===== src/rtl/dice_roll_sched_if.sv =====
// Host roll-request handshake between a host controller and dice_roll_sched.
//   host_req  : roll request level, held by the host until host_ack
//   host_die  : die code 0..6 (d4, d6, d8, d10, d12, d20, d100); 7 is invalid
//   host_spin : number of decrements to perform for this roll
//   host_ack  : one-cycle pulse, request accepted or rejected
//   host_err  : one-cycle pulse alongside host_ack when host_die is invalid
interface dice_roll_sched_if;
    logic       host_req;
    logic [2:0] host_die;
    logic [7:0] host_spin;
    logic       host_ack;
    logic       host_err;

    modport master (
        output host_req, host_die, host_spin,
        input  host_ack, host_err
    );

    modport slave (
        input  host_req, host_die, host_spin,
        output host_ack, host_err
    );
endinterface


===== src/rtl/dice_roll_sched.sv =====
// Electronic dice roller. A roll starts from a held button (spins while the
// button stays down) or from a host request (spins a fixed number of cycles).
// The BCD result is then shown for TIMEOUT_TICKS tick pulses.
//   clk, rst     : clock, synchronous active-high reset
//   tick         : one-cycle 32 Hz pulse used for the display timeout
//   btn[6:0]     : die buttons d4, d6, d8, d10, d12, d20, d100 (lowest wins)
//   host         : host request handshake (slave side)
//   digit10/1    : BCD result, tens and units
//   show         : display enable, high only while the result is shown
//   busy         : high while spinning
//   result_valid : one-cycle pulse on entry to the show state
module dice_roll_sched #(
    parameter int TIMEOUT_TICKS = 255
) (
    input  logic               clk,
    input  logic               rst,
    input  logic               tick,
    input  logic [6:0]         btn,
    dice_roll_sched_if.slave   host,
    output logic [3:0]         digit10,
    output logic [3:0]         digit1,
    output logic               show,
    output logic               busy,
    output logic               result_valid
);

    typedef enum logic [1:0] {
        IDLE      = 2'd0,
        SPIN_BTN  = 2'd1,
        SPIN_HOST = 2'd2,
        SHOW      = 2'd3
    } state_t;

    localparam logic [2:0] DIE_D100     = 3'd6;
    localparam logic [2:0] DIE_INVALID  = 3'd7;
    localparam logic [7:0] TIMEOUT_LOAD = 8'(TIMEOUT_TICKS);

    state_t     state_q, state_d;
    logic [2:0] die_q, die_d;
    logic [7:0] digits_q, digits_d;   // {tens, units} in BCD
    logic [7:0] spin_q, spin_d;
    logic [7:0] tmo_q, tmo_d;
    logic       ack_q, ack_d;
    logic       err_q, err_d;
    logic       rv_q, rv_d;

    // Starting (highest) face of each die, in BCD; d100 starts at 99.
    function automatic logic [7:0] load_value(input logic [2:0] die);
        case (die)
            3'd0:    load_value = 8'h04;
            3'd1:    load_value = 8'h06;
            3'd2:    load_value = 8'h08;
            3'd3:    load_value = 8'h10;
            3'd4:    load_value = 8'h12;
            3'd5:    load_value = 8'h20;
            default: load_value = 8'h99;
        endcase
    endfunction

    // One BCD step down with the die's wrap: 1 -> N, or 00 -> 99 for d100.
    function automatic logic [7:0] dec_value(input logic [2:0] die,
                                             input logic [7:0] bcd);
        if (die == DIE_D100 && bcd == 8'h00)
            dec_value = 8'h99;
        else if (die != DIE_D100 && bcd == 8'h01)
            dec_value = load_value(die);
        else if (bcd[3:0] == 4'd0)
            dec_value = {bcd[7:4] - 4'd1, 4'd9};
        else
            dec_value = {bcd[7:4], bcd[3:0] - 4'd1};
    endfunction

    function automatic logic [2:0] lowest_btn(input logic [6:0] b);
        lowest_btn = 3'd0;
        for (int i = 6; i >= 0; i--)
            if (b[i]) lowest_btn = 3'(i);
    endfunction

    // NOTE: state registers use non-blocking assignments so every register
    // samples the pre-edge values of the others, independent of block order.
    always_ff @(posedge clk) begin
        if (rst) begin
            state_q  <= IDLE;
            die_q    <= 3'd0;
            digits_q <= 8'h01;
            spin_q   <= 8'd0;
            tmo_q    <= 8'd0;
            ack_q    <= 1'b0;
            err_q    <= 1'b0;
            rv_q     <= 1'b0;
        end else begin
            state_q  <= state_d;
            die_q    <= die_d;
            digits_q <= digits_d;
            spin_q   <= spin_d;
            tmo_q    <= tmo_d;
            ack_q    <= ack_d;
            err_q    <= err_d;
            rv_q     <= rv_d;
        end
    end

    // NOTE: every output of this block gets a default first, so no path can
    // leave a signal unassigned and infer a latch.
    always_comb begin
        state_d  = state_q;
        die_d    = die_q;
        digits_d = digits_q;
        spin_d   = spin_q;
        tmo_d    = tmo_q;
        ack_d    = 1'b0;
        err_d    = 1'b0;
        rv_d     = 1'b0;

        case (state_q)
            IDLE, SHOW: begin
                if (|btn) begin
                    state_d  = SPIN_BTN;
                    die_d    = lowest_btn(btn);
                    digits_d = load_value(lowest_btn(btn));
                // host_req is still high in the cycle host_ack is shown, so
                // the same request must not be taken twice.
                end else if (host.host_req && !ack_q) begin
                    ack_d = 1'b1;
                    if (host.host_die == DIE_INVALID) begin
                        err_d = 1'b1;
                    end else begin
                        die_d    = host.host_die;
                        digits_d = load_value(host.host_die);
                        spin_d   = host.host_spin;
                        if (host.host_spin == 8'd0) begin
                            state_d = SHOW;
                            rv_d    = 1'b1;
                            tmo_d   = TIMEOUT_LOAD;
                        end else begin
                            state_d = SPIN_HOST;
                        end
                    end
                end else if (state_q == SHOW) begin
                    // A zero load means a one-cycle display.
                    if (tmo_q == 8'd0) begin
                        state_d = IDLE;
                    end else if (tick) begin
                        tmo_d = tmo_q - 8'd1;
                        if (tmo_q == 8'd1) state_d = IDLE;
                    end
                end
            end
            SPIN_BTN: begin
                if (btn[die_q]) begin
                    digits_d = dec_value(die_q, digits_q);
                end else begin
                    state_d = SHOW;
                    rv_d    = 1'b1;
                    tmo_d   = TIMEOUT_LOAD;
                end
            end
            SPIN_HOST: begin
                digits_d = dec_value(die_q, digits_q);
                spin_d   = spin_q - 8'd1;
                if (spin_q == 8'd1) begin
                    state_d = SHOW;
                    rv_d    = 1'b1;
                    tmo_d   = TIMEOUT_LOAD;
                end
            end
            default: state_d = IDLE;
        endcase
    end

    assign digit10       = digits_q[7:4];
    assign digit1        = digits_q[3:0];
    assign show          = (state_q == SHOW);
    assign busy          = (state_q == SPIN_BTN) || (state_q == SPIN_HOST);
    assign result_valid  = rv_q;
    assign host.host_ack = ack_q;
    assign host.host_err = err_q;

endmodule


===== src/flat_wrapper.sv =====
// flat-port wrapper written by rule: the top's interface ports become plain ports
module dice_roll_sched_flat 
#(
    parameter int TIMEOUT_TICKS = 255
)
  (clk, rst, tick, btn, digit10, digit1, show, busy, result_valid, host_host_req, host_host_die, host_host_spin, host_host_ack, host_host_err);
  dice_roll_sched_if host_i ();
  input  logic clk;
  input  logic rst;
  input  logic tick;
  input  logic [6:0] btn;
  output logic [3:0] digit10;
  output logic [3:0] digit1;
  output logic show;
  output logic busy;
  output logic result_valid;
  input wire logic [$bits(host_i.host_req)-1:0] host_host_req;
  input wire logic [$bits(host_i.host_die)-1:0] host_host_die;
  input wire logic [$bits(host_i.host_spin)-1:0] host_host_spin;
  output wire logic [$bits(host_i.host_ack)-1:0] host_host_ack;
  output wire logic [$bits(host_i.host_err)-1:0] host_host_err;
  assign host_i.host_req = host_host_req;
  assign host_i.host_die = host_host_die;
  assign host_i.host_spin = host_host_spin;
  assign host_host_ack = host_i.host_ack;
  assign host_host_err = host_i.host_err;
  dice_roll_sched #(.TIMEOUT_TICKS(TIMEOUT_TICKS)) u_core (.clk(clk), .rst(rst), .tick(tick), .btn(btn), .host(host_i), .digit10(digit10), .digit1(digit1), .show(show), .busy(busy), .result_valid(result_valid));
endmodule

===== config.mk =====
export PLATFORM = sky130hd
export DESIGN_NAME = dice_roll_sched_flat
export DESIGN_NICKNAME = d
export VERILOG_FILES = /design/src/rtl/dice_roll_sched_if.sv /design/src/rtl/dice_roll_sched.sv /design/src/flat_wrapper.sv
export SDC_FILE = /design/constraint.sdc
export NUM_CORES = 1
export LEC_CHECK = 0
export BUFFER_PORTS_ARGS = -buffer_cell sky130_fd_sc_hd__buf_2
export CAP_MARGIN = 20
export CORE_MARGIN = 5
export CORE_UTILIZATION = 39
export DETAILED_ROUTE_END_ITERATION = 16
export SLEW_MARGIN = 20
export SYNTH_ARGS = -nofsm -noshare
export SYNTH_HDL_FRONTEND = slang
export SYNTH_SLANG_ARGS = --single-unit

===== constraint.sdc =====
create_clock -name clk -period 6.6 [get_ports clk]
set_input_delay 1.32 -clock clk [delete_from_list [all_inputs] [get_ports clk]]
set_output_delay 1.32 -clock clk [all_outputs]
set_load 0.03 [all_outputs]

# ---- After elaboration in Yosys (flattened, before gate mapping)
# Cells that the tools add are included.
dict set report op_classes {
  addsub 4
  order_cmp 1
  n_eq_ne 42
  muxes 59
  bitwise 2
  n_reduce_logical 24
}
# op n
set ops {}
lappend ops {{$mux W8} 19}
lappend ops {{$pmux W8 S6} 3}
lappend ops {{$pmux W8 S3} 2}
lappend ops {{$mux W3} 12}
lappend ops {{$eq A3 B3 Y1 const B} 8}
lappend ops {{$eq A8 B1 Y1 const B} 3}
lappend ops {{$logic_not A8 Y1} 3}
lappend ops {{$eq A3 B2 Y1 const B} 6}
lappend ops {{$mux W2} 9}
lappend ops {{$pmux W8 S2} 1}
lappend ops {{$sub A8 B1 Y8 const B} 2}
lappend ops {{$ne A3 B2 Y1 const B} 4}
lappend ops {{$mux W1} 10}
lappend ops {{$reduce_or A10 Y1} 1}
lappend ops {{$eq A3 B1 Y1 const B} 3}
lappend ops {{$logic_not A3 Y1} 3}
lappend ops {{$ne A3 B3 Y1 const B} 3}
lappend ops {{$reduce_or A9 Y1} 1}
lappend ops {{$ne A2 B1 Y1 const B} 4}
lappend ops {{$reduce_and A8 Y1} 1}
lappend ops {{$sub A4 B1 Y4 const B} 2}
lappend ops {{$reduce_or A7 Y1} 1}
lappend ops {{$ne A2 B2 Y1 const B} 3}
lappend ops {{$pmux W2 S3} 1}
lappend ops {{21 further kinds} 27}
dict set report word_totals {
  reg_bits 32
  output_inout_bits 13
}

# ---- Logic depth before layout (Yosys ltp)
# Gate-level depths: netlist of the first run.
dict set report logic_depth {
  depth_word 13
  mapped_depth 8
  mapped_depth_nobuf 7
}

# ---- Least setup slack after synthesis of the first run
# No wires, ideal clock.
dict set report synth_path {
  path_type {input to register}
  from {input btn[1]}
  to {register u_core.digits_q[5]}
  setup_time_ns 0.120
  arrival_time_ns 2.928
  path_slack_ns 3.553
  stages 7
  n_path_buf 2
  cell_sequence {buf_2 or4_1 buf_2 a2111oi_2 a221o_1 a21oi_1 o31a_1}
}
dict set report synth_between {
  elab_chain_len 8
}
# item line
set synth_lines {}
lappend synth_lines {{start: declaration} flat_wrapper.sv:11} ;# input logic [6:0] btn;
lappend synth_lines {{$mux W3 (2 in a row)} dice_roll_sched.sv:76} ;# if (b[i]) lowest_btn = 3'(i);
lappend synth_lines {{$mux W3} dice_roll_sched.sv:117} ;# if (|btn) begin
lappend synth_lines {{$mux W3} dice_roll_sched.sv:115} ;# case (state_q)
lappend synth_lines {{$eq A3 B3 Y1, or another cell as far along} dice_roll_sched.sv:49} ;# case (die)
lappend synth_lines {{$pmux W8 S6} dice_roll_sched.sv:49}
lappend synth_lines {{$mux W8} dice_roll_sched.sv:117}
lappend synth_lines {{$pmux W8 S3} dice_roll_sched.sv:115}
lappend synth_lines {{end signal: assignment} dice_roll_sched.sv:94} ;# digits_q <= digits_d;
lappend synth_lines {{end: declaration} dice_roll_sched.sv:40} ;# logic [7:0] digits_q, digits_d;
# Several ways; a longest one is shown, not always the timed one. The select of a mux whose other input is x is not followed.
# A chain may end at the register's enable or synchronous reset.

# ---- Final worst setup path of the first run
dict set report layout_path {
  from {register u_core.state_q[0]}
  to {output busy}
}
dict set report layout_between {
  elab_chain_len 2
}
# item line
set layout_lines {}
lappend layout_lines {{start: declaration} dice_roll_sched.sv:38} ;# state_t state_q, state_d;
lappend layout_lines {{start signal: assignment} dice_roll_sched.sv:92} ;# state_q <= state_d;
lappend layout_lines {{$eq A2 B1 Y1 or $eq A2 B2 Y1 (tied branches)} dice_roll_sched.sv:174} ;# assign busy = (state_q == SPIN_BTN) || (state_q == SPIN_HOST);
lappend layout_lines {{$logic_or A1 B1 Y1 (*)} dice_roll_sched.sv:174}
lappend layout_lines {{end: declaration} flat_wrapper.sv:15} ;# output logic busy;
# Every way passes the cells marked *; elsewhere a longest branch is shown, timed or not.

==> run metrics, run 1 <==
DRT Wirelength 6770 µm; Total Nets Final 383; initial core utilization 40.2%; aggregate global routing overflow 0; combinational family with the most area after synthesis compound AO/OA/AOI/OAI gates; multiplexer area fraction after synthesis 4.41%; critical path data arrival time 1.86 ns; Core ar. 6350 µm²; Worst Hold Path Cells 2; HP Class register to register; met3 Usage GRT 4.00%; Synth Cell Area 2550 µm²; switching power summed over all nets 0.000610 W; Post-CTS Setup Bufs 0; max-slew violation total from the final report 0; number of unique standard cell types used by synthesis 66; cell type group with the largest total delay on the critical path adder cells; number of buffers created by CTS 5; global-route usage over all layers 16.4%; highest clock rate 315 MHz; Startpoint Class register; count of boundary I/O pins 35; library cell occupying the most area in the post-synthesis netlist sky130_fd_sc_hd__dfxtp_1; count of flip-flops with a built-in enable after synthesis 0; Post-Synth Adder-Cell Area 6.38%; Worst Max-Slew Pin Slew 0.861 ns; critical path class register to primary output; count of vias placed by the detailed router 2564; post_cts resized 0; Main synth FF type sky130_fd_sc_hd__dfxtp_1; total leakage power 1.12 nW; Fill cells 650; diode count 0; number of nets produced by synthesis 363; post-synthesis instance total 328; Worst VDD drop 0.209 mV; via count of the first global-routing pass 2411; Yosys warning count 0; parity-gate share of the synthesized area counting xor and xnor cells 1.37%; average instance area after synthesis 7.78 µm²; Die Outline Area 8260 µm²; Root Buffer sky130_fd_sc_hd__clkbuf_8; unrepaired setup endpoints after global routing false; clock sink total 32; final hold violation count 0; Cell Rows 29; Pint 0.000681 W; Final min period 3.18 ns; max-cap check violation count 0; placer congestion estimate 0.861; Post-DP HPWL 4930 µm; number of flip-flops and latches in the synthesized netlist 32; number of I/O port buffers 34; DR vias/cell 6.02; post-detailed-route DRC marker count 0; hold-fix buffer count after cts 0; drt wl/cell 15.9 µm; Synth area leaders sky130_fd_sc_hd__dfxtp_1 25%, sky130_fd_sc_hd__ha_1 6.4%, sky130_fd_sc_hd__a21oi_1 4.9%, sky130_fd_sc_hd__inv_1 3.8%, sky130_fd_sc_hd__mux2i_1 3.5%; global routing's busiest layer met1; aggregate negative setup slack 0 ns; remaining antenna violation count 0; met1 routing resource usage after global routing 24.5%; PwrDens 453 nW/µm²; Layout area overhead 11.6%; most used standard cells in the synthesized netlist 32 x sky130_fd_sc_hd__dfxtp_1, 26 x sky130_fd_sc_hd__inv_1, 25 x sky130_fd_sc_hd__a21oi_1; count of cells along the worst register-to-register path 7; die height 90.9 µm; CTS tree done; fraction of layout cells with a size suffix above 1 16.3%; Reg power frac 25.5%; first-pass iteration count of the detailed router 6; final number of setup-violating endpoints 0; total number of cells along the worst setup path 3; status finished, final reports clean; combinational cell fraction of total power 58.1%; share of async-settable or async-resettable flops after synthesis 0%; maximum number of pins on one net before global-route repair 30; wire length of the first global-routing pass 11500 µm; portion of the post-synthesis area used by sequential elements 25.1%; most instantiated library cell after synthesis sky130_fd_sc_hd__dfxtp_1; Setup Skew 0.00904 ns; Max transition margin 42.1%; Clock transition at path regs 0.08 ns; combined buffer and inverter count along the critical path 2; peak per-stage delay on the critical path 0.78 ns; DRC violation total after the first TritonRoute iteration 196; overall die width 90.9 µm; crit path capture type primary output; maximum net fanout on the critical path 23; global routing usage on met2 23.7%; share of the synthesized area in the top cell type 25.1%; period utilisation layout 48.1%; cell with the largest stage delay on the worst path sky130_fd_sc_hd__ha_1; CP required 5.28 ns; antenna violations before repair 0; compound-cell area share of the yosys netlist 31.3%; worst-path cell chain inv_1, ha_1, buf_2; number of H-tree levels 2; maximum root-to-sink buffer count 2; power share of the clock group 16.4%; share of total power consumed by net switching 47.2%; Post-Synth Simple-Gate Area 23.8%; clock latency on the worst-skew pair 0.29 ns; Hold Slack 0.498 ns
-- per-stage QoR --
step / setup slack [ns] / total power, W / cells / utilization (%) / area, µm²
6_report: 3.42 / 0.00129 / 426 / 44.8 / 2850
5_1_grt: 3.26 / 0.00140 / 426 / 44.8 / 2850
4_1_cts: 3.40 / 0.00129 / 426 / 44.8 / 2850
3_5_place_dp: 3.25 / 0.00107 / 418 / 42.9 / 2720
3_3_place_gp: 3.35 / 0.00107 / 418 / 42.9 / 2720
2_1_floorplan: 3.55 / 0.000916 / 328 / - / 2550
-- worst reg2reg max path, delay by kind of cell, from the launching register on --
kind / cells / cell delay (ns)
compound gates: 3 / 0.61
flops: 1 / 0.38
fa+ha+maj: 1 / 0.78
simple gates: 1 / 0.34
buf+inv: 2 / 0.37
-- path summary, 6_finish.rpt --
| path | slack [ns] | startpoint | endpoint |
|---|---|---|---|
| min | 0.50 | u_core.spin_q[5]$_SDFFE_PP0P_ | u_core.spin_q[5]$_SDFFE_PP0P_ |
| max | 3.42 | u_core.state_q[0]$_SDFFE_PP0P_ | busy |
| max reg2reg | 3.98 | u_core.state_q[0]$_SDFFE_PP0P_ | u_core.tmo_q[5]$_SDFFE_PP0P_ |
| min reg2reg | 0.50 | u_core.spin_q[5]$_SDFFE_PP0P_ | u_core.spin_q[5]$_SDFFE_PP0P_ |
-- power by group through the flow --
stage                     registers, W  clock network (W)  logic, W
after floorplan               0.000336                  0  0.000580
after global placement        0.000331                  0  0.000744
after detailed placement      0.000332                  0  0.000743
after CTS                     0.000328           0.000212  0.000747
after global routing          0.000340           0.000222  0.000837
final                         0.000330           0.000212  0.000750
-- registers in the layout, summed over array words and instances (netlist names) --
register / flops
u_core.die_q: 3
u_core.result_valid: 1
u_core.host.host_ack: 1
u_core.state_q: 2
u_core.host.host_err: 1
u_core.digits_q: 8
u_core.tmo_q: 8
u_core.spin_q: 8
-- per-layer routing --
metal  wire, µm  vias to the layer above  share of wire (%)
met5          0                        -                  0
met4         59                        0               0.87
met3        437                        8                6.5
met2       2880                       73                 43
met1       3390                     1206                 50
li1           -                     1277                  -
-- cells in the final DEF, fill, tap and decap left out, types with 3 or more instances in the layout --
cell | synthesis | final
sky130_fd_sc_hd__buf_2 | 4 | 34
sky130_fd_sc_hd__dfxtp_1 | 32 | 32
sky130_fd_sc_hd__inv_1 | 26 | 26
sky130_fd_sc_hd__a21oi_1 | 25 | 25
sky130_fd_sc_hd__nor2_1 | 23 | 23
sky130_fd_sc_hd__nand2_1 | 23 | 23
sky130_fd_sc_hd__o21ai_0 | 15 | 15
sky130_fd_sc_hd__ha_1 | 13 | 13
sky130_fd_sc_hd__nor3_1 | 9 | 9
sky130_fd_sc_hd__mux2i_1 | 9 | 9
sky130_fd_sc_hd__nand3_1 | 8 | 8
sky130_fd_sc_hd__nand2b_1 | 7 | 7
sky130_fd_sc_hd__a41oi_1 | 7 | 7
sky130_fd_sc_hd__clkbuf_8 | 0 | 7
sky130_fd_sc_hd__or3_1 | 6 | 6
sky130_fd_sc_hd__nor2b_1 | 6 | 6
sky130_fd_sc_hd__nor4_1 | 6 | 6
sky130_fd_sc_hd__a311oi_1 | 6 | 6
sky130_fd_sc_hd__a211oi_1 | 6 | 6
sky130_fd_sc_hd__o22ai_1 | 5 | 5
sky130_fd_sc_hd__or4_1 | 4 | 4
sky130_fd_sc_hd__and3_1 | 4 | 4
sky130_fd_sc_hd__or3b_2 | 3 | 3
sky130_fd_sc_hd__nor3b_1 | 3 | 3
sky130_fd_sc_hd__a221oi_1 | 3 | 3
sky130_fd_sc_hd__nor4b_1 | 3 | 3
sky130_fd_sc_hd__o31a_1 | 3 | 3
sky130_fd_sc_hd__o31ai_1 | 3 | 3
sky130_fd_sc_hd__a31oi_1 | 3 | 3
sky130_fd_sc_hd__o21a_1 | 3 | 3
sky130_fd_sc_hd__o41ai_1 | 3 | 3
sky130_fd_sc_hd__a21boi_0 | 3 | 3
-- logic make-up (layout without fill, tap and decap cells) --
group / after synthesis / in the layout
flip-flops: 32 / 32
XOR/XNOR: 4 / 4
AO/OA/AOI/OAI: 109 / 109
AND/OR/NAND/NOR: 113 / 113
buffers and inverters: 47 / 68
multiplexers: 10 / 10
adder cells (fa/ha/maj): 13 / 13
-- layout make-up --
cell class	instances	area, µm²	area share (%)
clock buffer	7	96.3	3.38
clock inverter	1	30.0	1.05
inverter	26	97.6	3.43
multi-input combinational	249	1720	60.3
sequential	32	641	22.5
tap	77	96.3	3.38
timing repair buffer	34	170	5.98
No activity file was read; power rests on OpenSTA's default activity.
==> run 2, diff against run 1 <==
--- a/config.mk
+++ b/config.mk
@@ -5,6 +5,7 @@
 export SDC_FILE = /design/constraint.sdc
 export NUM_CORES = 1
 export LEC_CHECK = 0
+export ABC_AREA = 1
 export BUFFER_PORTS_ARGS = -buffer_cell sky130_fd_sc_hd__buf_2
 export CAP_MARGIN = 20
 export CORE_MARGIN = 5
==> constraint.sdc (replaced) <==
create_clock -name clk -period 2.8 [get_ports clk]
set_input_delay 0.56 -clock clk [delete_from_list [all_inputs] [get_ports clk]]
set_output_delay 0.56 -clock clk [all_outputs]
set_load 0.03 [all_outputs]
==> run 2 against run 1 <==
Net effect:
- clock-buffer cell count is 1 higher
- setup slack worse by 2.7 ns
- sequential power is 130% higher
- global-route usage is 1.2 points higher
- routed wire length is 4.1% higher
- utilization is 0.55 points lower
- clock skew is 0.0023 ns lower
- combinational power grew to 2.9 times the previous value
- die area is 3.4% higher
- design area is 4.5% higher
- hold slack worse by 0.030 ns
- non-clock buffer count is 1 higher
- critical path type is now register to register
- highest routed layer unchanged
==> run metrics, run 2 <==
most used standard cells in the synthesized netlist 128 x sky130_fd_sc_hd__nand2_1, 54 x sky130_fd_sc_hd__inv_1, 50 x sky130_fd_sc_hd__nor2_1; post-detailed-route DRC marker count 0 (unchanged); Post-Synth Simple-Gate Area 42.8% (+19 points); number of flip-flops and latches in the synthesized netlist 32 (unchanged); Max transition margin 59.5% (+17 points); number of I/O port buffers 34 (unchanged); unrepaired setup endpoints after global routing false; hold-fix buffer count after cts 0 (unchanged); maximum root-to-sink buffer count 2 (unchanged); CTS tree done; final hold violation count 0 (unchanged); cell with the largest stage delay on the worst path sky130_fd_sc_hd__o21ai_0; PwrDens 1110 nW/µm² (+140%); HP Class register to register; highest clock rate 475 MHz; Worst Max-Slew Pin Slew 0.607 ns (-0.254 ns); post_cts resized 0 (unchanged); worst-path cell chain inv_1, ha_1, buf_4, nor2_1, inv_1, o21ai_0, o21ai_0, a31oi_1; combined buffer and inverter count along the critical path 3 (+1); total number of cells along the worst setup path 8 (+5); cell type group with the largest total delay on the critical path compound AO/OA/AOI/OAI gates; aggregate global routing overflow 0 (unchanged); fraction of layout cells with a size suffix above 1 15.9% (-0.48 points); power share of the clock group 11.3% (-5.1 points); global-route usage over all layers 17.6% (+1.2 points); diode count 0 (unchanged); initial core utilization 39.4% (-0.74 points); count of flip-flops with a built-in enable after synthesis 0 (unchanged); Main synth FF type sky130_fd_sc_hd__dfxtp_1; Largest regs u_core.digits_q: 8 flops, u_core.spin_q: 8 flops, u_core.tmo_q: 8 flops; via count of the first global-routing pass 2669 (+11%); maximum net fanout on the critical path 12 (-48%); Post-CTS Setup Bufs 0 (unchanged); average instance area after synthesis 6.05 µm² (-22%); Cell Count Post-Placement 545 (+30%); die height 92.4 µm (+1.7%); drt wl/cell 12.7 µm (-20%); CP required 3.02 ns (-2.26 ns); max-cap check violation count 0 (unchanged); Startpoint Class register; final number of setup-violating endpoints 0 (unchanged); Setup Skew 0.00679 ns (-0.00226 ns); Pint 0.00154 W (+130%); Cell Rows 30 (+3.4%); share of the synthesized area in the top cell type 24.2% (-0.94 points); share of async-settable or async-resettable flops after synthesis 0% (unchanged); overall die width 92.4 µm (+1.7%); combinational family with the most area after synthesis simple AND/OR/NAND/NOR gates; Reg power frac 23.3% (-2.2 points); most instantiated library cell after synthesis sky130_fd_sc_hd__nand2_1; Worst Hold Path Cells 2 (unchanged); number of buffers created by CTS 5 (unchanged); Non-Filler Instances 553 (+30%); period utilisation layout 75.1%; remaining antenna violation count 0 (unchanged); portion of the post-synthesis area used by sequential elements 24.2% (-0.94 points); max-slew violation total from the final report 0 (unchanged); Layout area overhead 12.3%; post-synthesis instance total 438 (+34%); Root Buffer sky130_fd_sc_hd__clkbuf_8; critical path data arrival time 2.32 ns (+0.46 ns); Post-DP HPWL 5400 µm (+9.6%); commonest non-fill, non-tap cell in the layout sky130_fd_sc_hd__nand2_1; count of cells along the worst register-to-register path 8 (+1); crit path capture type register; status finished, final reports clean; clock latency on the worst-skew pair 0.29 ns (about the same); Final min period 2.10 ns; total leakage power 1.50 nW (+34%); Synth area leaders sky130_fd_sc_hd__dfxtp_1 24%, sky130_fd_sc_hd__nand2_1 18%, sky130_fd_sc_hd__inv_1 7.6%, sky130_fd_sc_hd__nor2_1 7.1%, sky130_fd_sc_hd__o21ai_0 6.8%; placer congestion estimate 0.870 (+1.1%); count of vias placed by the detailed router 2772 (+8.1%); compound-cell area share of the yosys netlist 15.4% (-16 points); Worst VDD drop 0.392 mV (+88%); parity-gate share of the synthesized area counting xor and xnor cells 1.65% (+0.28 points); number of unique standard cell types used by synthesis 36 (-45%); Core ar. 6720 µm² (+5.8%); multiplexer area fraction after synthesis 0% (-4.4 points); number of nets produced by synthesis 473 (+30%); power consumption 0.00331 W (+160%); Post-Synth Adder-Cell Area 6.14% (-0.24 points); Total Nets Final 507 (+32%); peak per-stage delay on the critical path 0.44 ns (-0.34 ns); combinational cell fraction of total power 65.4% (+7.3 points); aggregate negative setup slack 0 ns (unchanged); share of total power consumed by net switching 53.3% (+6.1 points); count of boundary I/O pins 35 (unchanged); DRT Wirelength 7040 µm (+4.1%); DR vias/cell 5.01 (-17%); Clock transition at path regs 0.07 ns (about the same); first-pass iteration count of the detailed router 4 (-2); Die Outline Area 8540 µm² (+3.4%); antenna violations before repair 0 (unchanged); DRC violation total after the first TritonRoute iteration 84 (-57%); number of H-tree levels 2 (unchanged); library cell occupying the most area in the post-synthesis netlist sky130_fd_sc_hd__dfxtp_1; clock sink total 32 (unchanged); Yosys warning count 0 (unchanged); Synth Cell Area 2650 µm² (+3.9%); wire length of the first global-routing pass 12300 µm (+7.1%); maximum number of pins on one net before global-route repair 18 (-40%); top library cells by usage in the layout, fill and taps aside 128 x sky130_fd_sc_hd__nand2_1, 54 x sky130_fd_sc_hd__inv_1, 50 x sky130_fd_sc_hd__nor2_1, 36 x sky130_fd_sc_hd__o21ai_0, 34 x sky130_fd_sc_hd__buf_2; critical path class register to register; switching power summed over all nets 0.00176 W (+190%)
-- run 2: logic make-up (layout without fill, tap and decap cells) --
logic type / count (synthesis) / count (layout)
adder cells (fa/ha/maj): 13 / 13
XOR/XNOR: 5 / 5
flip-flops: 32 / 32
buffers and inverters: 66 / 101
AO/OA/AOI/OAI: 75 / 75
AND/OR/NAND/NOR: 247 / 247
-- run 2: power groups by stage --
stage | clock (W) | sequential, W | combinational [W]
finish | 0.000375 | 0.000770 | 0.00216
global route | 0.000405 | 0.000799 | 0.00250
global placement | 0 | 0.000778 | 0.00214
CTS | 0.000386 | 0.000769 | 0.00217
detailed placement | 0 | 0.000778 | 0.00216
floorplan | 0 | 0.000810 | 0.00166
-- run 2: worst reg2reg max path, stage by stage (launching register included) --
cell and delay (ns):
sky130_fd_sc_hd__dfxtp_1 0.36, sky130_fd_sc_hd__inv_1 0.08, sky130_fd_sc_hd__ha_1 0.36, sky130_fd_sc_hd__buf_4 0.21, sky130_fd_sc_hd__nor2_1 0.15, sky130_fd_sc_hd__inv_1 0.09
sky130_fd_sc_hd__o21ai_0 0.44, sky130_fd_sc_hd__o21ai_0 0.17, sky130_fd_sc_hd__a31oi_1 0.17
-- run 2: per-stage QoR --
step,cell area [µm²],hold WS (ns),util (%),worst slack (ns)
detailed placement,2890,0.460,43.0,0.712
finish,2980,0.468,44.3,0.696
floorplan,2650,0.439,-,0.893
global placement,2890,0.453,43.0,0.769
CTS,2980,0.473,44.3,0.709
global route,2980,0.497,44.3,0.477
-- run 2: layout make-up --
class	count	area, µm²
well taps	80	100
repair buffers	35	178
fillers	745	3740
inverters	58	218
flip-flops and latches	32	641
multi-input cells	340	1750
clock buffers	8	90.1
-- run 2: path summary, 6_finish.rpt --
| path | slack, ns | to | from |
|---|---|---|---|
| worst max register to register | 0.70 | u_core.die_q[0]$_SDFFE_PP0P_ | u_core.state_q[0]$_SDFFE_PP0P_ |
| worst min-delay path | 0.47 | u_core.spin_q[5]$_SDFFE_PP0P_ | u_core.spin_q[5]$_SDFFE_PP0P_ |
| worst max-delay path | 0.70 | u_core.die_q[0]$_SDFFE_PP0P_ | u_core.state_q[0]$_SDFFE_PP0P_ |
| worst min register to register | 0.47 | u_core.spin_q[5]$_SDFFE_PP0P_ | u_core.spin_q[5]$_SDFFE_PP0P_ |
-- run 2: per-layer routing --
metal,up-vias,GRT usage [%],share of wire [%]
met4,0,5.94,1.4
met1,1248,21.6,45
met2,45,30.5,50
met3,9,3.57,3.4
met5,-,0,0
li1,1470,-,-
